==> config.mk <==
export PLATFORM = sky130hd
export DESIGN_NAME = sw_seq_loader
export DESIGN_NICKNAME = d
export VERILOG_FILES = /design/src/rtl/sw_pkg.sv /design/src/rtl/sw_base_enc.sv /design/src/rtl/sw_seq_loader.sv
export SDC_FILE = /design/constraint.sdc
export NUM_CORES = 1
export LEC_CHECK = 0
export CORE_UTILIZATION = 40
export DETAILED_ROUTE_END_ITERATION = 10
export SLEW_MARGIN = 30
export SYNTH_ARGS = -nofsm -noshare
export SYNTH_HDL_FRONTEND = slang
export SYNTH_SLANG_ARGS = --single-unit
==> constraint.sdc <==
create_clock -name clk -period 4.7 [get_ports clk]
set_input_delay 0.705 -clock clk [delete_from_list [all_inputs] [get_ports clk]]
set_output_delay 0.705 -clock clk [all_outputs]
set_load 0.05 [all_outputs]
==> src/rtl/sw_pkg.sv <==
// rtl/sw_pkg.sv - base codes and loader FSM state type shared with the SW core
package sw_pkg;

  localparam logic [1:0] BASE_A = 2'b00;
  localparam logic [1:0] BASE_C = 2'b01;
  localparam logic [1:0] BASE_G = 2'b10;
  localparam logic [1:0] BASE_T = 2'b11;

  typedef enum logic [1:0] {
    ST_LOAD   = 2'd0,
    ST_STREAM = 2'd1,
    ST_WAIT   = 2'd2
  } sw_state_t;

endpackage

==> src/rtl/sw_base_enc.sv <==
// rtl/sw_base_enc.sv - ASCII nucleotide to 2-bit code, case-insensitive
module sw_base_enc
  import sw_pkg::*;
(
  input  logic [7:0] i_char,
  output logic [1:0] o_code,
  output logic       o_ok
);

  always_comb begin
    o_code = BASE_A;
    o_ok   = 1'b1;
    case (i_char)
      8'h41, 8'h61: o_code = BASE_A;
      8'h43, 8'h63: o_code = BASE_C;
      8'h47, 8'h67: o_code = BASE_G;
      8'h54, 8'h74: o_code = BASE_T;
      default:      o_ok   = 1'b0;
    endcase
  end

endmodule

==> src/rtl/sw_seq_loader.sv <==
// rtl/sw_seq_loader.sv - buffers reference/query bases and streams them to the SW core
module sw_seq_loader
  import sw_pkg::*;
#(
  parameter int WIDTH_POS_REF   = 7,
  parameter int WIDTH_POS_QUERY = 6
) (
  input  logic       clk,
  input  logic       reset,
  input  logic       in_valid,
  output logic       in_ready,
  input  logic       in_sel,
  input  logic [7:0] in_data,
  input  logic       sw_finish,
  output logic       valid,
  output logic [1:0] data_ref,
  output logic [1:0] data_query,
  output logic       busy,
  output logic       err_char
);

  localparam int REF_LEN = 2 ** WIDTH_POS_REF;
  localparam int QRY_LEN = 2 ** WIDTH_POS_QUERY;
  localparam logic [WIDTH_POS_REF:0]   REF_FULL = (WIDTH_POS_REF + 1)'(REF_LEN);
  localparam logic [WIDTH_POS_REF:0]   REF_LAST = (WIDTH_POS_REF + 1)'(REF_LEN - 1);
  localparam logic [WIDTH_POS_REF:0]   REF_ONE  = (WIDTH_POS_REF + 1)'(1);
  localparam logic [WIDTH_POS_REF:0]   QRY_BEAT = (WIDTH_POS_REF + 1)'(QRY_LEN);
  localparam logic [WIDTH_POS_QUERY:0] QRY_FULL = (WIDTH_POS_QUERY + 1)'(QRY_LEN);
  localparam logic [WIDTH_POS_QUERY:0] QRY_LAST = (WIDTH_POS_QUERY + 1)'(QRY_LEN - 1);
  localparam logic [WIDTH_POS_QUERY:0] QRY_ONE  = (WIDTH_POS_QUERY + 1)'(1);

  sw_state_t                r_state;
  logic [WIDTH_POS_REF:0]   r_ref_cnt;
  logic [WIDTH_POS_QUERY:0] r_qry_cnt;
  logic [WIDTH_POS_REF:0]   r_beat;
  logic [1:0]               r_ref_mem [REF_LEN];
  logic [1:0]               r_qry_mem [QRY_LEN];

  logic [1:0] w_code;
  logic       w_ok;
  logic       w_acc;
  logic       w_wr_ref;
  logic       w_wr_qry;
  logic       w_ref_done;
  logic       w_qry_done;
  logic       w_has_qry;

  sw_base_enc u_enc (
    .i_char (in_data),
    .o_code (w_code),
    .o_ok   (w_ok)
  );

  always_comb begin
    in_ready = 1'b0;
    if (r_state == ST_LOAD)
      in_ready = in_sel ? (r_qry_cnt < QRY_FULL) : (r_ref_cnt < REF_FULL);
  end

  assign w_acc     = in_valid & in_ready;
  assign w_wr_ref  = w_acc & w_ok & ~in_sel;
  assign w_wr_qry  = w_acc & w_ok & in_sel;
  assign w_has_qry = (r_beat < QRY_BEAT);
  assign busy      = (r_state != ST_LOAD);

  // Look ahead one write so beat 0 is registered on the same edge as the last byte.
  assign w_ref_done = (r_ref_cnt == REF_FULL) | (w_wr_ref & (r_ref_cnt == REF_LAST));
  assign w_qry_done = (r_qry_cnt == QRY_FULL) | (w_wr_qry & (r_qry_cnt == QRY_LAST));

  always_ff @(posedge clk) begin
    if (w_wr_ref) r_ref_mem[r_ref_cnt[WIDTH_POS_REF-1:0]] <= w_code;
    if (w_wr_qry) r_qry_mem[r_qry_cnt[WIDTH_POS_QUERY-1:0]] <= w_code;
  end

  always_ff @(posedge clk or posedge reset) begin
    if (reset) begin
      r_state    <= ST_LOAD;
      r_ref_cnt  <= '0;
      r_qry_cnt  <= '0;
      r_beat     <= '0;
      valid      <= 1'b0;
      data_ref   <= BASE_A;
      data_query <= BASE_A;
      err_char   <= 1'b0;
    end else begin
      err_char   <= w_acc & ~w_ok;
      valid      <= 1'b0;
      data_ref   <= BASE_A;
      data_query <= BASE_A;
      case (r_state)
        ST_LOAD: begin
          if (w_wr_ref) r_ref_cnt <= r_ref_cnt + REF_ONE;
          if (w_wr_qry) r_qry_cnt <= r_qry_cnt + QRY_ONE;
          if (w_ref_done && w_qry_done) begin
            r_state    <= ST_STREAM;
            valid      <= 1'b1;
            data_ref   <= r_ref_mem[0];
            data_query <= r_qry_mem[0];
            r_beat     <= REF_ONE;
          end
        end
        ST_STREAM: begin
          if (r_beat == REF_FULL) begin
            r_state <= ST_WAIT;
          end else begin
            valid      <= 1'b1;
            data_ref   <= r_ref_mem[r_beat[WIDTH_POS_REF-1:0]];
            data_query <= w_has_qry ? r_qry_mem[r_beat[WIDTH_POS_QUERY-1:0]] : BASE_A;
            r_beat     <= r_beat + REF_ONE;
          end
        end
        ST_WAIT: begin
          if (sw_finish) begin
            r_state   <= ST_LOAD;
            r_ref_cnt <= '0;
            r_qry_cnt <= '0;
            r_beat    <= '0;
          end
        end
        default: r_state <= ST_LOAD;
      endcase
    end
  end

endmodule
### Word-level counts from Yosys, hierarchy flattened

Memory sizes are Yosys's and may differ from the RTL's.
Cells that the tools add are included.

* memory bits (writable): 384
* output and inout port bits: 8
* memories: 2
* word-level logic and storage cells: 92
* input bits: 13
* register bits: 31

* equality and inequality tests: 21
* add/sub/neg operators: 3
* reduce and logical (&&, ||, !) cells: 13
* multiplexer cells: 31
* $lt $le $gt $ge: 3
* bitwise logic cells: 11

Memories
* r_ref_mem: words 128, bits a word 2, read ports 2, clocked after Yosys merged registers in 0, write ports 1, line sw_seq_loader.sv:36 `logic [1:0] r_ref_mem [REF_LEN];`
* r_qry_mem: words 64, bits a word 2, read ports 2, clocked after Yosys merged registers in 0, write ports 1, line sw_seq_loader.sv:37 `logic [1:0] r_qry_mem [QRY_LEN];`

Operators by type and width (count)
* $eq 8x7->1 const B: 9
* $mux 8: 4
* $pmux 8 s3: 1
* $add 8x1->8 const B: 2
* $eq 8x8->1 const B: 2
* $mux 2: 8
* $pmux 8 s2: 1
* $mux 7: 2
* $pmux 7 s2: 1
* $pmux 2 s3: 2
* $ne 2x2->1 const B: 5
* $mux 1: 9
* $reduce_and 3->1: 3
* $lt 8x7->1 const B: 1
* $lt 8x8->1 const B: 1
* $pmux 2 s2: 2
* $reduce_or 8->1: 1
* $add 7x1->7 const B: 1
* $and 1x1->1: 7
* $eq 7x6->1 const B: 1
* $eq 7x7->1 const B: 1
* $lt 7x7->1 const B: 1
* $reduce_or 2->1: 3
* $reduce_and 4->1: 1
* 10 further kinds: 13

### Depth between registers and ports, before layout

* depth after elaboration: 11
* depth in mapped cells: 10
* gate-level depth less buffers: 8

### By module

Synthesis repeated with hierarchy kept, for this count alone.

* cell total of the unflattened synthesis: 1171
* area total of the unflattened synthesis: 17785.8 sq um

By module, submodules not included
* sw_seq_loader: area an instance 17700.7 sq um, instances 1, cells an instance 1160
* sw_base_enc: area an instance 85.1 sq um, instances 1, cells an instance 11

### Least setup slack after synthesis

No wires, ideal clock.

* path type: input to register
* start point: in in_data[3]
* end point: mem r_qry_mem[0][1] (data pin)
* setup time: 1715 ps
* arrival: 8725 ps
* stages on the path: 3
* path slack: -5740 ps
* path through: nor2_1 nand2_1 nor3b_1

* cells in the longest elaborated chain, start to end: 3

Ends and longest elaborated chain
* start, declared: line sw_seq_loader.sv:13 `input logic [7:0] in_data,`
* $eq 8x7->1: line sw_base_enc.sv:13 `case (i_char)`
* $reduce_or 2->1: line sw_base_enc.sv:13
* $pmux 2 s3 (*): line sw_base_enc.sv:13
* via u_enc.o_code[1]: line sw_base_enc.sv:6 `output logic [1:0] o_code,`
* end, declared: line sw_seq_loader.sv:37

The timed path passes the listed nets; every way through them passes the cells marked *.

### Final worst setup path

* start point: in in_sel
* end point: out in_ready

* cells in the longest elaborated chain, start to end: 2

Ends and longest elaborated chain
* start, declared: line sw_seq_loader.sv:12 `input logic in_sel,`
* $mux 1: line sw_seq_loader.sv:57 `in_ready = in_sel ? (r_qry_cnt < QRY_FULL) : (r_ref_cnt < REF_FULL);`
* $mux 1: line sw_seq_loader.sv:56 `if (r_state == ST_LOAD)`
* end, declared: line sw_seq_loader.sv:11 `output logic in_ready,`

Every way passes these cells.

==> qor.yml <==
gr-total-overflow: 0
p_sw_frac: 0.208
worst_pin_slew_ns: 0.930
ys_warn_count: 0
grt_pass1_wl_um: 62600
std_cell_rows: 76
worstRegToRegCells: 7
cts_resized: 0
switchingPower_mw: 1.59
final_core_util: 0.461
ant_nets: 0
design_area_mm2: 0.0200
cts_sinks: 415
p_total_mw: 7.65
ys_ff_latch: 415
crit_top_cell: "clkdlybuf4s50_1"
dp_hpwl_um: 24600
place_area_mm2: 0.0186
crit_required_ns: 3.99
synth_edf_count: 384
viasPerCell: 5.57
p_leak_nw: 6.45
yosysTopAreaCell: "edfxtp_1"
fmax_mhz: 303
timing.setup.tns_ns: 0
antenna_found_initial: 0
finalCritPeriodShare: 0.703
synth_top_area_share: 0.651
regToRegEndpoint: "data_query[1]"
worstHoldPathType: "reg2reg"
critPathLaunchType: "input port"
drv_cap: 0
ctsHoldBuffers: 0
postSynthAreaPerCell_um2: 15.0
fin_crit_ns: 3.31
grt_pass1_vias: 10300
ioPinCount: 21
synth.area.top_cells: "edfxtp_1 (65%), mux4_2 (8.8%), nor2_1 (4.9%)"
drc: 0
max-slew-margin-rel: 0.380
place_congestion: 0.790
clk_path_buf_depth: 3
grt_max_degree: 193
power.density_mw_per_mm2: 383
num-fill-cells: 3880
fin_skew_ns: 0.00860
status: "finished clean"
cts_setup_buffers: 0
async_flop_share: 0.0747
finalMaxSlewViolations: 0
min-delay-start: "r_state[0]"
tritoncts: "built"
fp.dieH_um: 212
initialDrtViolationCount: 898
synth_seq_area_share: 0.695
rsz0062_at_grt: "no"
share_seq_of_total_power: 0.526
core_mm2: 0.0434
start_util: 0.409
synth_most_common_cell: "edfxtp_1"
wl_per_cell_um: 22.5
cp-startpoint: "in_sel"
yosysUniqueCellTypes: 59
ys_dominant_reg_cell: "edfxtp_1"
port_buffers: 19
cpPeakStageDelay_ns: 0.80
htreeDepth: 2
crit_path_end: "in_ready"
cts_made_buffers: 43
clkTransAtPathRegs_ns: 0.06
crit_slowest_cell: "clkdlybuf4s50_1"
combPwrFrac: 0.030
r2r-start: "r_beat[2]"
nets: 1221
clock-root-buffer: "clkbuf_16"
synth_nets: 1201
crit_type: "in2out"
p_clk_frac: 0.444
finalWorstSetupSlack_ns: 1.39
timing_hold_violations_final: 0
die_w_um: 212
end_kind: "output pin"
groute.usage.overall: 0.187
drive_above_1_share: 0.133
crit_chain: "clkdlybuf4s50_1 > mux2i_1 > and2_1 > clkdlybuf4s50_1"
syn_area_mm2: 0.0177
vias: 10100
pre_cts_ws_ns: 0.996
arrival_ns: 2.60
regToRegSetupSlack_ns: 1.78
postRouteWirelength_um: 40900
die_area_mm2: 0.0451
vdd_drop_max_uv: 304
syn_to_final_growth_pct: 12.8
synth_top_cells_by_count: "edfxtp_1 (384), nor2_1 (232), mux2i_1 (71), mux4_2 (69), nand2_1 (58)"
setup_viol: 0
p_int_mw: 6.06
firstDrtPassIters: 5
num_antenna_cells: 0
clk_latency_ns: 0.54
syn_inst: 1179
path_max_fanout: 6
[layer usage]
| layer | up-vias | GRT usage | share of wire | routed length (µm) |
|---|---|---|---|---|
| met5 | - | 0 | 0 | 0 |
| met4 | 0 | 0.0523 | 0.020 | 820 |
| met3 | 63 | 0.0279 | 0.058 | 2370 |
| met2 | 317 | 0.304 | 0.48 | 19600 |
| met1 | 5155 | 0.261 | 0.44 | 18100 |
| li1 | 4586 | - | - | - |
[flip-flops by register name, summed over array words and instances, names as in the netlist]
register    flops
r_beat          8
data_query      2
data_ref        2
r_qry_cnt       7
r_state         2
valid           1
r_ref_mem     256
err_char        1
r_ref_cnt       8
r_qry_mem     128
[cell usage in the layout (no fill, tap or decap), drive strengths merged, types with 8 or more instances in the layout]
cell type | netlist | final
a21oi | 23 | 23
a22oi | 15 | 15
buf | 36 | 18
clkbuf | 26 | 53
clkdlybuf4s50 | 0 | 19
clkinv | 2 | 21
dfrtp | 31 | 31
edfxtp | 384 | 384
ha | 9 | 9
inv | 15 | 16
mux2i | 71 | 71
mux4 | 69 | 69
nand2 | 58 | 58
nand3 | 38 | 38
nand4 | 8 | 8
nor2 | 232 | 232
nor2b | 18 | 18
nor3 | 9 | 9
o21ai | 37 | 37
[final cells by class]
type	count	area (µm²)	share of cell area
clock inverter	26	250	0.0125
tap	585	732	0.0366
inverter	17	63.8	0.00319
multi-input combinational	685	5090	0.255
timing repair buffer	37	375	0.0188
sequential	415	12300	0.616
clock buffer	53	1160	0.0578
[metrics by stage]
step / hold slack [ns] / instances
floorplan: 0.447 / 1179
global placement: 0.501 / 1739
detailed placement: 0.518 / 1739
CTS: 0.531 / 1818
global route: 0.541 / 1818
finish: 0.525 / 1818
[power groups by stage]
stage	clock network (mW)	logic [mW]	registers [mW]
floorplan	0	0.125	4.09
global placement	0	0.229	4.10
detailed placement	0	0.234	4.10
CTS	3.45	0.235	4.02
global route	3.58	0.251	4.02
finish	3.40	0.232	4.02
[critical path, delay by kind of cell]
kind | cells | cell delay, ns
simple gates | 1 | 0.17
mux | 1 | 0.29
buf+inv | 2 | 1.43
[how the worst min path moves through the flow]
stage | end | cells after the start
2_1_floorplan | data_query[1] | 2
3_3_place_gp | data_query[0] | 1
3_5_place_dp | data_query[0] | 1
4_1_cts | data_query[0] | 1
5_1_grt | r_state[0] | 1
6_report | r_state[0] | 1
[kinds of logic after synthesis]
group	after synthesis	synth area share
compound gates	127	0.0474
fa+ha+maj	9	0.00636
buf+inv	79	0.0196
mux	143	0.130
flops	415	0.695
simple gates	406	0.102
Power figures use the tool's default switching activity.
